File: config.mk
export PLATFORM = sky130hd
export DESIGN_NAME = instr_mem_loader
export DESIGN_NICKNAME = d
export VERILOG_FILES = /design/src/rtl/instr_mem_loader.sv
export SDC_FILE = /design/constraint.sdc
export NUM_CORES = 1
export LEC_CHECK = 0
export CAP_MARGIN = 10
export CELL_PAD_IN_SITES_DETAIL_PLACEMENT = 0
export CELL_PAD_IN_SITES_GLOBAL_PLACEMENT = 1
export CORE_MARGIN = 4
export CORE_UTILIZATION = 43
export DETAILED_ROUTE_END_ITERATION = 10
export PLACE_DENSITY_LB_ADDON = 0.1
export SLEW_MARGIN = 20
export SYNTH_ARGS = -nofsm -noshare
export SYNTH_HDL_FRONTEND = slang
export SYNTH_SLANG_ARGS = --single-unit
File: constraint.sdc
create_clock -name clk -period 3.35 [get_ports clk]
set_input_delay 1.005 -clock clk [delete_from_list [all_inputs] [get_ports clk]]
set_output_delay 1.005 -clock clk [all_outputs]
set_load 0.05 [all_outputs]
File: src/rtl/instr_mem_loader.sv
// Streams bytes from a source into 32-bit instruction words (MSB-first) and
// writes DEPTH consecutive words to instruction memory per start pulse.
module instr_mem_loader #(
  parameter int unsigned DEPTH = 16,
  parameter int unsigned CNT_W = 5
) (
  input  logic             clk,
  input  logic             rst_n,
  input  logic             start,
  input  logic             byte_valid,
  input  logic [7:0]       byte_data,
  output logic             byte_ready,
  output logic             wr_en,
  output logic [31:0]      wr_addr,
  output logic [31:0]      wr_data,
  output logic             busy,
  output logic             done,
  output logic [CNT_W-1:0] word_count
);

  localparam int unsigned IDX_W = (DEPTH > 1) ? $clog2(DEPTH) : 1;

  typedef enum logic [1:0] {IDLE, LOAD, WRITE, DONE} state_t;

  state_t           state;
  logic [1:0]       byte_cnt;
  logic [IDX_W-1:0] word_idx;
  // First three bytes of the word in flight; the fourth is merged on the write.
  logic [23:0]      word_sr;

  // Session FSM; every output is a register updated alongside the state.
  always_ff @(posedge clk or negedge rst_n) begin
    if (!rst_n) begin
      state      <= IDLE;
      byte_cnt   <= 2'd0;
      word_idx   <= '0;
      word_sr    <= 24'd0;
      byte_ready <= 1'b0;
      wr_en      <= 1'b0;
      wr_addr    <= 32'd0;
      wr_data    <= 32'd0;
      busy       <= 1'b0;
      done       <= 1'b0;
      word_count <= '0;
    end else begin
      wr_en <= 1'b0;
      case (state)
        IDLE, DONE: begin
          if (start) begin
            state      <= LOAD;
            byte_ready <= 1'b1;
            busy       <= 1'b1;
            done       <= 1'b0;
            byte_cnt   <= 2'd0;
            word_idx   <= '0;
            word_count <= '0;
          end
        end
        LOAD: begin
          if (byte_valid) begin
            if (byte_cnt == 2'd3) begin
              state      <= WRITE;
              byte_ready <= 1'b0;
              wr_en      <= 1'b1;
              wr_addr    <= 32'(word_idx);
              wr_data    <= {word_sr, byte_data};
              byte_cnt   <= 2'd0;
            end else begin
              word_sr  <= {word_sr[15:0], byte_data};
              byte_cnt <= byte_cnt + 2'd1;
            end
          end
        end
        WRITE: begin
          word_count <= word_count + CNT_W'(1);
          if (word_idx == IDX_W'(DEPTH - 1)) begin
            state <= DONE;
            busy  <= 1'b0;
            done  <= 1'b1;
          end else begin
            state      <= LOAD;
            word_idx   <= word_idx + IDX_W'(1);
            byte_ready <= 1'b1;
          end
        end
        default: state <= IDLE;
      endcase
    end
  end

endmodule

* Word level (Yosys, flattened, before mapping)
Index checks and enable logic that the tools add are counted.
Cells by class: $add $sub $neg 3, equality and inequality tests 10, mux-type cells 27, bitwise logic cells 1, reductions and logical operators 12
Operators by type and width (count):
- $reduce_and A3 Y1 | 6
- $mux W2 | 7
- $mux W1 | 10
- $ne A2 B2 Y1 const B | 5
- $pmux W5 S2 | 1
- $mux W4 | 2
- $pmux W4 S2 | 1
- $eq A2 B2 Y1 const B | 3
- $pmux W2 S3 | 1
- $add A5 B1 Y5 const B | 1
- $mux W5 | 1
- $add A4 B1 Y4 const B | 1
- $eq A4 B4 Y1 const B | 1
- $pmux W1 S2 | 2
- $pmux W2 S2 | 1
- $reduce_and A4 Y1 | 1
- $reduce_bool A2 Y1 | 2
- $pmux W1 S3 | 1
- $add A2 B1 Y2 const B | 1
- $eq A2 B1 Y1 const B | 1
- $logic_not A2 Y1 | 1
- $reduce_and A2 Y1 | 1
- $reduce_or A2 Y1 | 1
- $not A1 Y1 | 1
Word-level totals: flip-flop bits (word level) 77, bits of input ports 12, output and inout bits 73, word-level logic and storage cells 64

* Depth between registers and ports, before layout
Gate-level depths: netlist of the first run.
word-level depth 4, mapped depth 7, depth with buffers taken out 5

* Worst setup path after synthesis of the first run
OpenSTA, ideal clock, no wires.
path kind input -> register, from in byte_valid, to reg wr_data[0], library setup time 125 ps, arrival time 1808 ps, data required time 3225 ps, setup slack 1417 ps, cell stages on the path 4, path buffers 2, cell sequence buf_2 -> nand3_4 -> buf_6 -> mux2_4
Between the ends: word-level cells in the longest chain between the ends 1
RTL lines:
- from (decl) | line 10 | input logic byte_valid,
- $reduce_and A3 Y1 (no source line)
- to (signal assigned) | line 66 | wr_data <= {word_sr, byte_data};
- to (decl) | line 15 | output logic [31:0] wr_data,
Every way passes these cells. A chain may end at the register's enable or synchronous reset.

* Worst setup path after layout of the first run
from reg word_count[2], to out word_count[2]
RTL lines:
- from (decl) | line 18 | output logic [CNT_W-1:0] word_count
- from (signal assigned) | line 75 | word_count <= word_count + CNT_W'(1);
No word-level cell between the ends.

==> results of run 1 <==
==> per-layer routing <==
metal	vias to the layer above	track usage [%]
met5	-	0
met2	69	18.6
met3	11	2.88
met1	1009	17.5
met4	0	6.62
li1	966	-
==> registers in the layout (all words and copies together) (netlist names) <==
| register | cells |
|---|---|
| wr_en | 1 |
| word_sr | 24 |
| byte_cnt | 2 |
| done | 1 |
| busy | 1 |
| wr_addr | 4 |
| byte_ready | 1 |
| state | 2 |
| wr_data | 32 |
| word_count | 5 |
| word_idx | 4 |
==> logic make-up after synthesis <==
family | after synthesis | synth area share (%)
AOI/OAI and AO/OA | 28 | 5.15
adders and majority gates | 6 | 2.10
buffers and inverters | 45 | 8.96
DFF | 77 | 53.9
muxes | 64 | 23.4
other | 1 | 0.105
and+or+nand+nor | 38 | 6.34
==> synth_stat cells (5+ instances only) <==
cell type   n  share of area, %
buf_4      29               6.1
mux2_4     29                12
o21ai_0     8               1.1
ha_1        6               2.1
inv_1       6              0.63
dfrtp_1    77                54
mux2_2     31               9.8
buf_6       5               1.6
nand3_1     5              0.70
nand2_1     9              0.95
a21oi_1     6              0.84
==> report_power, final <==
group	switching, mW	internal (mW)
Clock	0.330	0.340
Combinational	1.16	0.840
Sequential	0.241	1.30
Total	1.73	2.48
==> metrics by stage <==
stage / utilization, % / total power, mW / worst slack [ns] / hold slack, ns / area [um2]
global placement: 51.8 / 3.55 / 0.600 / 0.483 / 4080
CTS: 54.1 / 4.26 / 0.725 / 0.503 / 4270
floorplan: - / 3.05 / 1.42 / 0.468 / 3670
global route: 54.1 / 4.44 / 0.679 / 0.512 / 4270
finish: 54.1 / 4.21 / 0.739 / 0.500 / 4270
detailed placement: 51.8 / 3.58 / 0.581 / 0.490 / 4080
==> worst max path at each step <==
stage / start / to / depth (start not counted)
after floorplan: byte_valid / wr_data[0] / 4
after global placement: byte_valid / wr_data[3] / 4
after detailed placement: byte_valid / wr_data[17] / 4
after CTS: word_count[2] / word_count[2] / 1
after global routing: word_count[2] / word_count[2] / 1
final: word_count[2] / word_count[2] / 1
==> final cells by class <==
cell class	instances	area [um2]
Tap cell	102	128
Sequential cell	77	1930
Clock inverter	6	63.8
Inverter	6	22.5
Fill cell	684	3620
Multi-Input combinational cell	164	1430
Clock buffer	9	124
Timing Repair Buffer	57	578
==> summary.md, run 1 <==
| Metric | Value |
|---|---|
| Drt wl/cell | 14.4 um |
| Drt initial violations | 62 |
| Netlist area before placement | 0.00357 mm2 |
| All-Layer GR Usage | 12.6% |
| Hold Path End | wr_data[31] |
| Fin cells | 421 |
| Seq/Total Area, Yosys | 53.9% |
| Core area | 0.00789 mm2 |
| CTS tree | done |
| Grt ovf | 0 |
| Final Critical Period | 2.61 ns |
| Worst hold path depth | 1 |
| CTS root buf | clkbuf_8 |
| Hold wc startpoint | word_sr[23] |
| WL met1 | 2870 um |
| Ys flop type | dfrtp_1 |
| Clk_lat worst skew | 0.33 ns |
| Number of global-route vias before repair | 1942 |
| Core Rows | 32 |
| Layout Skew | 0.00670 ns |
| Number of enable flip-flop cells after synthesis | 0 |
| Via/cell ratio | 4.88 |
| P_leak | 2.02 nW |
| Crit path capture type | output port |
| Die Y | 99.2 um |
| Final setup viols | 0 |
| Register-to-register setup slack | 1.48 ns |
| Crit path DAT | 1.61 ns |
| IO buf count | 56 |
| Slew headroom | 36.5% |
| Syn Inst Count | 259 |
| CP max FO | 6 |
| Buf+Inv Stages, Crit Path | 1 |
| RR Startpoint | state[1] |
| Commonest non-fill, non-tap cells in the layout | dfrtp_1 (77), clkdlybuf4s50_1 (55), mux2_2 (31) |
| Largest net degree at the start of global routing | 78 |
| Status | finished, final reports clean |
| CTS Hold Buffers Added | 0 |
| Final setup TNS | 0 ns |
| Synth cell types | 40 |
| Num CTS Buffers | 9 |
| Post-synth ARST share | 100% |
| Drt total wl | 6080 um |
| Critical Path Slowest Stage Cell | clkdlybuf4s50_1 |
| Top-level I/O count | 85 |
| Crit-path leading delay family | buffers and inverters |
| Power Dens Cells | 986 mW/mm2 |
| Resize count post-CTS | 0 |
| RSZ-0062 raised after global routing | false |
| Commonest non-fill, non-tap cell in the layout | dfrtp_1 |
| Avg Cell Area, Syn | 13.8 um2 |
| Final antenna-violating net count | 0 |
| Cells after DPL | 406 |
| First-pass GRT wire length | 9920 um |
| Worst vdd ir | 0.000382 V |
| Initial core utilization | 45.3% |
| N_diodes | 0 |
| CP Launch Type | flop |
| Hold Path Class | reg2reg |
| MaxCap Viol Count | 0 |
| Die width | 99.2 um |
| CTS Buffer Depth | 2 |
| Fmax | 383 MHz |
| Antenna violations before repair | 0 |
| DIE AREA | 0.00983 mm2 |
| DR top layer | met4 |
| Remaining DRCs | 0 |
| Worst R2R Path Depth | 5 |
| Met3 routed WL | 403 um |
| Count of TritonRoute iterations in the first routing pass | 4 |
| Post CTS Setup Buffer Count | 0 |
| Hpwl dp | 4130 um |
| Worst flop-to-flop path endpoint | wr_data[14] |
| Pin slew with the least headroom to its limit | 0.952 ns |
| Global placement routability congestion | 0.720 |
| Final Max Tran Viols | 0 |
| Critical Path Max Stage Delay | 0.84 ns |
| Register bit count reported by yosys | 77 |
| Yosys warns | 0 |
| Final hold vios | 0 |
| Area Growth Syn to Fin | 19.5% |
| Tcrit/Tclk final | 77.9% |
| Routed wl met2 | 2690 um |
| H-tree levels | 3 |
| Nets | 333 |
| CP required | 2.34 ns |
| Clk sink count | 77 |
| Worst-path clk slew | 0.08 ns |
| WS Path Type | reg2out |
| Worst-path cell chain | clkdlybuf4s50_1 |
| Share of post-route cells with drive strength above 1 | 25.1% |
| Vias | 2055 |
Power figures use the tool's default switching activity.
==> run 2, diff against run 1 <==
--- a/config.mk
+++ b/config.mk
@@ -9,7 +9,7 @@
 export CELL_PAD_IN_SITES_DETAIL_PLACEMENT = 0
 export CELL_PAD_IN_SITES_GLOBAL_PLACEMENT = 1
 export CORE_MARGIN = 4
-export CORE_UTILIZATION = 43
+export CORE_UTILIZATION = 36
 export DETAILED_ROUTE_END_ITERATION = 10
 export PLACE_DENSITY_LB_ADDON = 0.1
 export SLEW_MARGIN = 20
==> constraint.sdc (replaced) <==
create_clock -name clk -period 2.2 [get_ports clk]
set_input_delay 0.66 -clock clk [delete_from_list [all_inputs] [get_ports clk]]
set_output_delay 0.66 -clock clk [all_outputs]
set_load 0.05 [all_outputs]
==> run 2 against run 1 <==
Non-clock buffer count up 9. Critical path depth did not move. Combinational power grew 51%. Utilization down 8.7 points. Via count increased by 1.0%. Sequential share of layout area down 1.5 points. Power increased by 54%. Global-route usage decreased by 1.3 points. Critical endpoint is now wr_data[21]. Largest cell class unchanged.
==> summary.md, run 2 (same netlist as run 1, synthesis figures left out) <==
| Metric | Value |
|---|---|
| Share of post-route cells with drive strength above 1 | 32.3% (+7.2 points) |
| Hold Path Class | in2async |
| Power Dens Cells | 1470 mW/mm2 (+49%) |
| Commonest non-fill, non-tap cell in the layout | dfrtp_1 |
| Worst-path cell chain | clkdlybuf4s50_1 |
| Remaining DRCs | 0 (unchanged) |
| Global placement routability congestion | 0.655 (-9.1%) |
| Drt total wl | 6310 um (+3.7%) |
| FF+latch area | 0.00193 mm2 (unchanged) |
| Worst vdd ir | 0.000624 V (+63%) |
| Max reg flops | 32 (unchanged) |
| DIE AREA | 0.0116 mm2 (+18%) |
| Initial core utilization | 36.7% (-8.6 points) |
| Via/cell ratio | 4.50 (-7.7%) |
| Number of global-route vias before repair | 2006 (+3.3%) |
| CTS root buf | clkbuf_8 |
| Grt ovf | 0 (unchanged) |
| Worst setup margin | 0.0546 ns (-0.685 ns) |
| Cells after DPL | 446 (+9.9%) |
| Die width | 108 um (+8.5%) |
| Commonest non-fill, non-tap cells in the layout | dfrtp_1 (77), mux2_2 (31), mux2_4 (29) |
| Layout fillers | 915 (+34%) |
| Final Critical Period | 2.15 ns |
| Drt wl/cell | 13.7 um (-5.3%) |
| Critical Path Max Stage Delay | 0.80 ns (-0.04 ns) |
| Worst-path clk slew | 0.08 ns (about the same) |
| Fmax | 466 MHz |
| Multi-input gate area | 0.00143 mm2 (unchanged) |
| Num CTS Buffers | 9 (unchanged) |
| Critical Path Slowest Stage Cell | clkdlybuf4s50_1 |
| CTS tree | done |
| Crit-path leading delay family | buffers and inverters |
| CP max FO | 2 (-4) |
| Status | finished, final reports clean |
| MaxCap Viol Count | 0 (unchanged) |
| Core area | 0.00973 mm2 (+23%) |
| WS Path Type | reg2out |
| First-pass GRT wire length | 10300 um (+4.1%) |
| Tcrit/Tclk final | 97.5% |
| H-tree levels | 3 (unchanged) |
| Hpwl dp | 4440 um (+7.4%) |
| Pin slew with the least headroom to its limit | 0.512 ns (-0.440 ns) |
| Largest net degree at the start of global routing | 34 (-56%) |
| Area Growth Syn to Fin | 23.6% |
| Final hold vios | 0 (unchanged) |
| Count of TritonRoute iterations in the first routing pass | 4 (unchanged) |
| Final setup TNS | 0 ns (unchanged) |
| CP required | 1.54 ns (-0.80 ns) |
| RSZ-0062 raised after global routing | false |
| Setup WS pre-CTS | 0.0466 ns (-0.535 ns) |
| Buf+Inv Stages, Crit Path | 1 (unchanged) |
| Core Rows | 36 (+13%) |
| N_diodes | 0 (unchanged) |
| Post-Place Cell Area | 0.00417 mm2 (+2.2%) |
| Top-level I/O count | 85 (unchanged) |
| Clk_lat worst skew | 0.34 ns (about the same) |
| Largest Register | wr_data |
| Design area | 0.00442 mm2 (+3.4%) |
| Final Max Tran Viols | 0 (unchanged) |
| Vias | 2076 (+1.0%) |
| IO buf count | 56 (unchanged) |
| Regs by FF count | wr_data (32), word_sr (24), word_count (5) |
| Final antenna-violating net count | 0 (unchanged) |
| Crit path capture type | output port |
| Crit path DAT | 1.49 ns (-0.12 ns) |
| Layout Skew | 0.00893 ns (+0.00224 ns) |
| Slew headroom | 65.8% (+29 points) |
| Die Y | 108 um (+8.5%) |
| Post CTS Setup Buffer Count | 0 (unchanged) |
| CTS Buffer Depth | 2 (unchanged) |
| Antenna violations before repair | 0 (unchanged) |
| Final setup viols | 0 (unchanged) |
| Drt initial violations | 59 (-4.8%) |
| Fin cells | 461 (+9.5%) |
| CP Launch Type | flop |
| P_leak | 2.38 nW (+18%) |
| Nets | 342 (+2.7%) |
| Clk sink count | 77 (unchanged) |
| All-Layer GR Usage | 11.4% (-1.3 points) |
run 2: cell types whose count changed in the layout (fill, tap and decap cells not counted):
cell	delta
buf_12	+2
buf_4	+24
bufinv_16	+1
clkdlybuf4s50_1	-42
clkinv_2	-1
clkinv_4	+1
dlygate4sd2_1	+8
dlymetal6s2s_1	+17
inv_6	-1
run 2: worst paths after layout:
kind,start,to,slack [ns],depth (start not counted)
worst max-delay path,wr_data[21],wr_data[21],0.05,1
worst min-delay path,rst_n,word_idx[1],0.26,1
worst max register to register,state[0],word_count[2],0.38,5
worst min register to register,wr_data[31],wr_data[31],0.50,1
max in group asynchronous,rst_n,wr_data[20],1.42,2
min in group clk,wr_data[31],wr_data[31],0.50,1
run 2: through the flow:
step | hold WS, ns | total power, mW | utilization (%)
detailed placement | 0.491 | 5.47 | 42.9
finish | 0.259 | 6.48 | 45.4
global route | 0.272 | 6.86 | 45.4
floorplan | 0.364 | 4.65 | -
global placement | 0.485 | 5.44 | 42.9
CTS | 0.253 | 6.61 | 45.0
run 2: power by group:
part	internal, mW	switching, mW	total, mW
Combinational	1.23	1.78	3.01
Clock	0.632	0.507	1.14
Sequential	1.97	0.356	2.33
Total	3.84	2.64	6.48
run 2: layer usage:
metal / global-route usage (%) / vias up / share of wire, %
met5: 0 / - / 0
met4: 3.52 / 0 / 1.2
met3: 3.84 / 5 / 6.3
met2: 16.7 / 62 / 45
met1: 15.9 / 1024 / 47
li1: - / 985 / -
run 2: final cells by class:
cell class	count	share of cell area, %
Clock buffer	9	2.80
Multi-Input combinational cell	164	32.3
Inverter	6	0.510
Timing Repair Buffer	66	15.0
Tap cell	133	3.77
Clock inverter	6	2.01
Sequential cell	77	43.6
run 2: repair_timing:
action | 4_1_cts | 5_1_grt
endpoints found under the setup margin | 8 | 17
hold buffers | 0 | 0
gates resized for setup | 8 | 17
==> run 3, diff against run 2 <==
--- a/config.mk
+++ b/config.mk
@@ -11,6 +11,7 @@
 export CORE_MARGIN = 4
 export CORE_UTILIZATION = 36
 export DETAILED_ROUTE_END_ITERATION = 10
+export MAX_ROUTING_LAYER = met4
 export PLACE_DENSITY_LB_ADDON = 0.1
 export SLEW_MARGIN = 20
 export SYNTH_ARGS = -nofsm -noshare
==> run 3 against run 2 <==
Non-clock buffer count is the same. Global-route usage grew 0.38 points. Clock-buffer cell count is the same. Final cell count is the same. Cell area is the same. Setup slack lost 0.0036 ns. Worst hold slack lost 0.0034 ns. Sequential power is essentially flat. Critical path depth is the same. Critical path type unchanged. Critical endpoint unchanged. Largest power group unchanged. Highest routed layer unchanged.
==> summary.md, run 3 (same netlist as run 1, synthesis figures left out) <==
| Metric | Value |
|---|---|
| Final Critical Period | 2.15 ns (+0.00362 ns) |
| CP Launch Type | flop |
| Die Y | 108 um (unchanged) |
| CP max FO | 2 (unchanged) |
| Num CTS Buffers | 9 (unchanged) |
| Die width | 108 um (unchanged) |
| Hold Path Class | in2async |
| Number of global-route vias before repair | 1997 (-0.45%) |
| Clk sink count | 77 (unchanged) |
| Worst vdd ir | 0.000625 V (about the same) |
| FF+latch area | 0.00193 mm2 (unchanged) |
| Pin slew with the least headroom to its limit | 0.512 ns (-0.0000000596 ns) |
| CTS root buf | clkbuf_8 |
| Core Rows | 36 (unchanged) |
| Via/cell ratio | 4.49 (-0.39%) |
| Area Growth Syn to Fin | 23.6% (unchanged) |
| Global placement routability congestion | 0.661 (+0.90%) |
| Core area | 0.00973 mm2 (unchanged) |
| Commonest non-fill, non-tap cells in the layout | dfrtp_1 (77), mux2_2 (31), mux2_4 (29) |
| Commonest non-fill, non-tap cell in the layout | dfrtp_1 |
| Worst-path clk slew | 0.08 ns (about the same) |
| Multi-input gate area | 0.00143 mm2 (unchanged) |
| Final hold vios | 0 (unchanged) |
| CTS Hold Buffers Added | 0 (unchanged) |
| P_leak | 2.38 nW (unchanged) |
| Layout Skew | 0.00967 ns (+0.000737 ns) |
| Layout fillers | 915 (unchanged) |
| Register-to-register setup slack | 0.38 ns (about the same) |
| H-tree levels | 3 (unchanged) |
| Comb power frac | 46.5% (about the same) |
| Slew headroom | 65.8% (about the same) |
| WHS | 0.256 ns (-0.00343 ns) |
| Largest Register | wr_data |
| Sw Share | 40.8% (about the same) |
| Count of TritonRoute iterations in the first routing pass | 4 (unchanged) |
| All-Layer GR Usage | 11.7% (+0.38 points) |
| Buf+Inv Stages, Crit Path | 1 (unchanged) |
| Stages on the worst setup path | 1 (unchanged) |
| Antenna violations before repair | 0 (unchanged) |
| RR Startpoint | state[0] |
| WS Path Type | reg2out |
| Largest net degree at the start of global routing | 34 (unchanged) |
| Crit path DAT | 1.49 ns (about the same) |
| Worst R2R Path Depth | 5 (unchanged) |
| Clock network power share | 17.6% (about the same) |
| Drt initial violations | 65 (+10%) |
| Sw power | 2.65 mW (+0.16%) |
| Final Max Tran Viols | 0 (unchanged) |
| Initial core utilization | 36.7% (unchanged) |
| IO buf count | 56 (unchanged) |
| RSZ-0062 raised after global routing | false |
| Remaining DRCs | 0 (unchanged) |
| MaxCap Viol Count | 0 (unchanged) |
| Tcrit/Tclk final | 97.7% (+0.16 points) |
| N_diodes | 0 (unchanged) |
| CP required | 1.54 ns (about the same) |
| DIE AREA | 0.0116 mm2 (unchanged) |
| Worst-path cell chain | clkdlybuf4s50_1 |
| Clk_lat worst skew | 0.35 ns (about the same) |
| Seq pwr share | 35.9% (about the same) |
| Final setup viols | 0 (unchanged) |
| Final setup TNS | 0 ns (unchanged) |
| CTS tree | done |
| Nets | 342 (unchanged) |
| Fmax | 465 MHz (-0.17%) |
| Critical Path Slowest Stage Cell | clkdlybuf4s50_1 |
| Status | finished, final reports clean |
| Power Dens Cells | 1470 mW/mm2 (about the same) |
| Crit-path leading delay family | buffers and inverters |
| Final antenna-violating net count | 0 (unchanged) |
| Grt ovf | 0 (unchanged) |
| Max reg flops | 32 (unchanged) |
| First-pass GRT wire length | 10400 um (+0.27%) |
| Critical path endpoint | wr_data[21] |
| Crit path capture type | output port |
| Regs by FF count | wr_data (32), word_sr (24), word_count (5) |
| Critical Path Max Stage Delay | 0.80 ns (about the same) |
| Hpwl dp | 4440 um (unchanged) |
| Drt wl/cell | 13.7 um (+0.29%) |
| Top-level I/O count | 85 (unchanged) |
| Post CTS Setup Buffer Count | 0 (unchanged) |
| CTS Buffer Depth | 2 (unchanged) |
| Vias | 2068 (-0.39%) |
| Share of post-route cells with drive strength above 1 | 32.3% (unchanged) |
| Drt total wl | 6330 um (+0.29%) |
| Internal | 3.84 mW (about the same) |
| Crit path from | wr_data[21] |
| Worst flop-to-flop path endpoint | word_count[2] |
-- run 3: cell counts in the layout (fill, tap and decap cells not counted) --
No cell type changed its count.
-- run 3: worst min path at each step --
stage / from / to / slack [ns] / cells past startpoint
after floorplan: rst_n / busy / 0.36 / 0
after global placement: word_count[4] / word_count[4] / 0.48 / 1
final: rst_n / word_idx[1] / 0.26 / 1
after detailed placement: wr_data[4] / wr_data[4] / 0.49 / 1
after global routing: rst_n / word_idx[1] / 0.27 / 1
after CTS: rst_n / wr_data[29] / 0.25 / 1
-- run 3: layout make-up --
cell class              instances  area share (%)
well taps                     133            3.77
clock buffers                   9            2.80
clock inverters                 6            2.01
repair buffers                 66            15.0
flip-flops and latches         77            43.6
inverters                       6           0.510
multi-input cells             164            32.3
-- run 3: metal layers --
metal	part of all wire [%]	GRT usage [%]
met1	47	16.0
met2	45	16.6
met3	6.4	4.02
met4	1.2	3.52
met5	0	-
-- run 3: power groups by stage --
stage	combinational (mW)	clock (mW)	sequential [mW]
floorplan	1.40	0	3.25
CTS	3.07	1.20	2.34
detailed placement	3.10	0	2.37
global placement	3.07	0	2.37
global route	3.19	1.26	2.42
finish	3.01	1.14	2.33
-- run 3: what timing repair did --
action / CTS / global route
endpoints found under the setup margin: 8 / 17
cloned: 0 / 0
resized for setup: 8 / 17
-- run 3: through the flow --
| stage | area (um2) | utilization (%) | power [mW] | instances | worst slack, ns |
|---|---|---|---|---|---|
| after detailed placement | 4170 | 42.9 | 5.47 | 446 | 0.0466 |
| after floorplan | 3670 | - | 4.65 | 286 | 0.612 |
| after global routing | 4420 | 45.4 | 6.86 | 461 | 0.000402 |
| final | 4420 | 45.4 | 6.49 | 461 | 0.0509 |
| after global placement | 4170 | 42.9 | 5.44 | 446 | 0.0855 |
| after CTS | 4370 | 45.0 | 6.61 | 461 | 0.000283 |
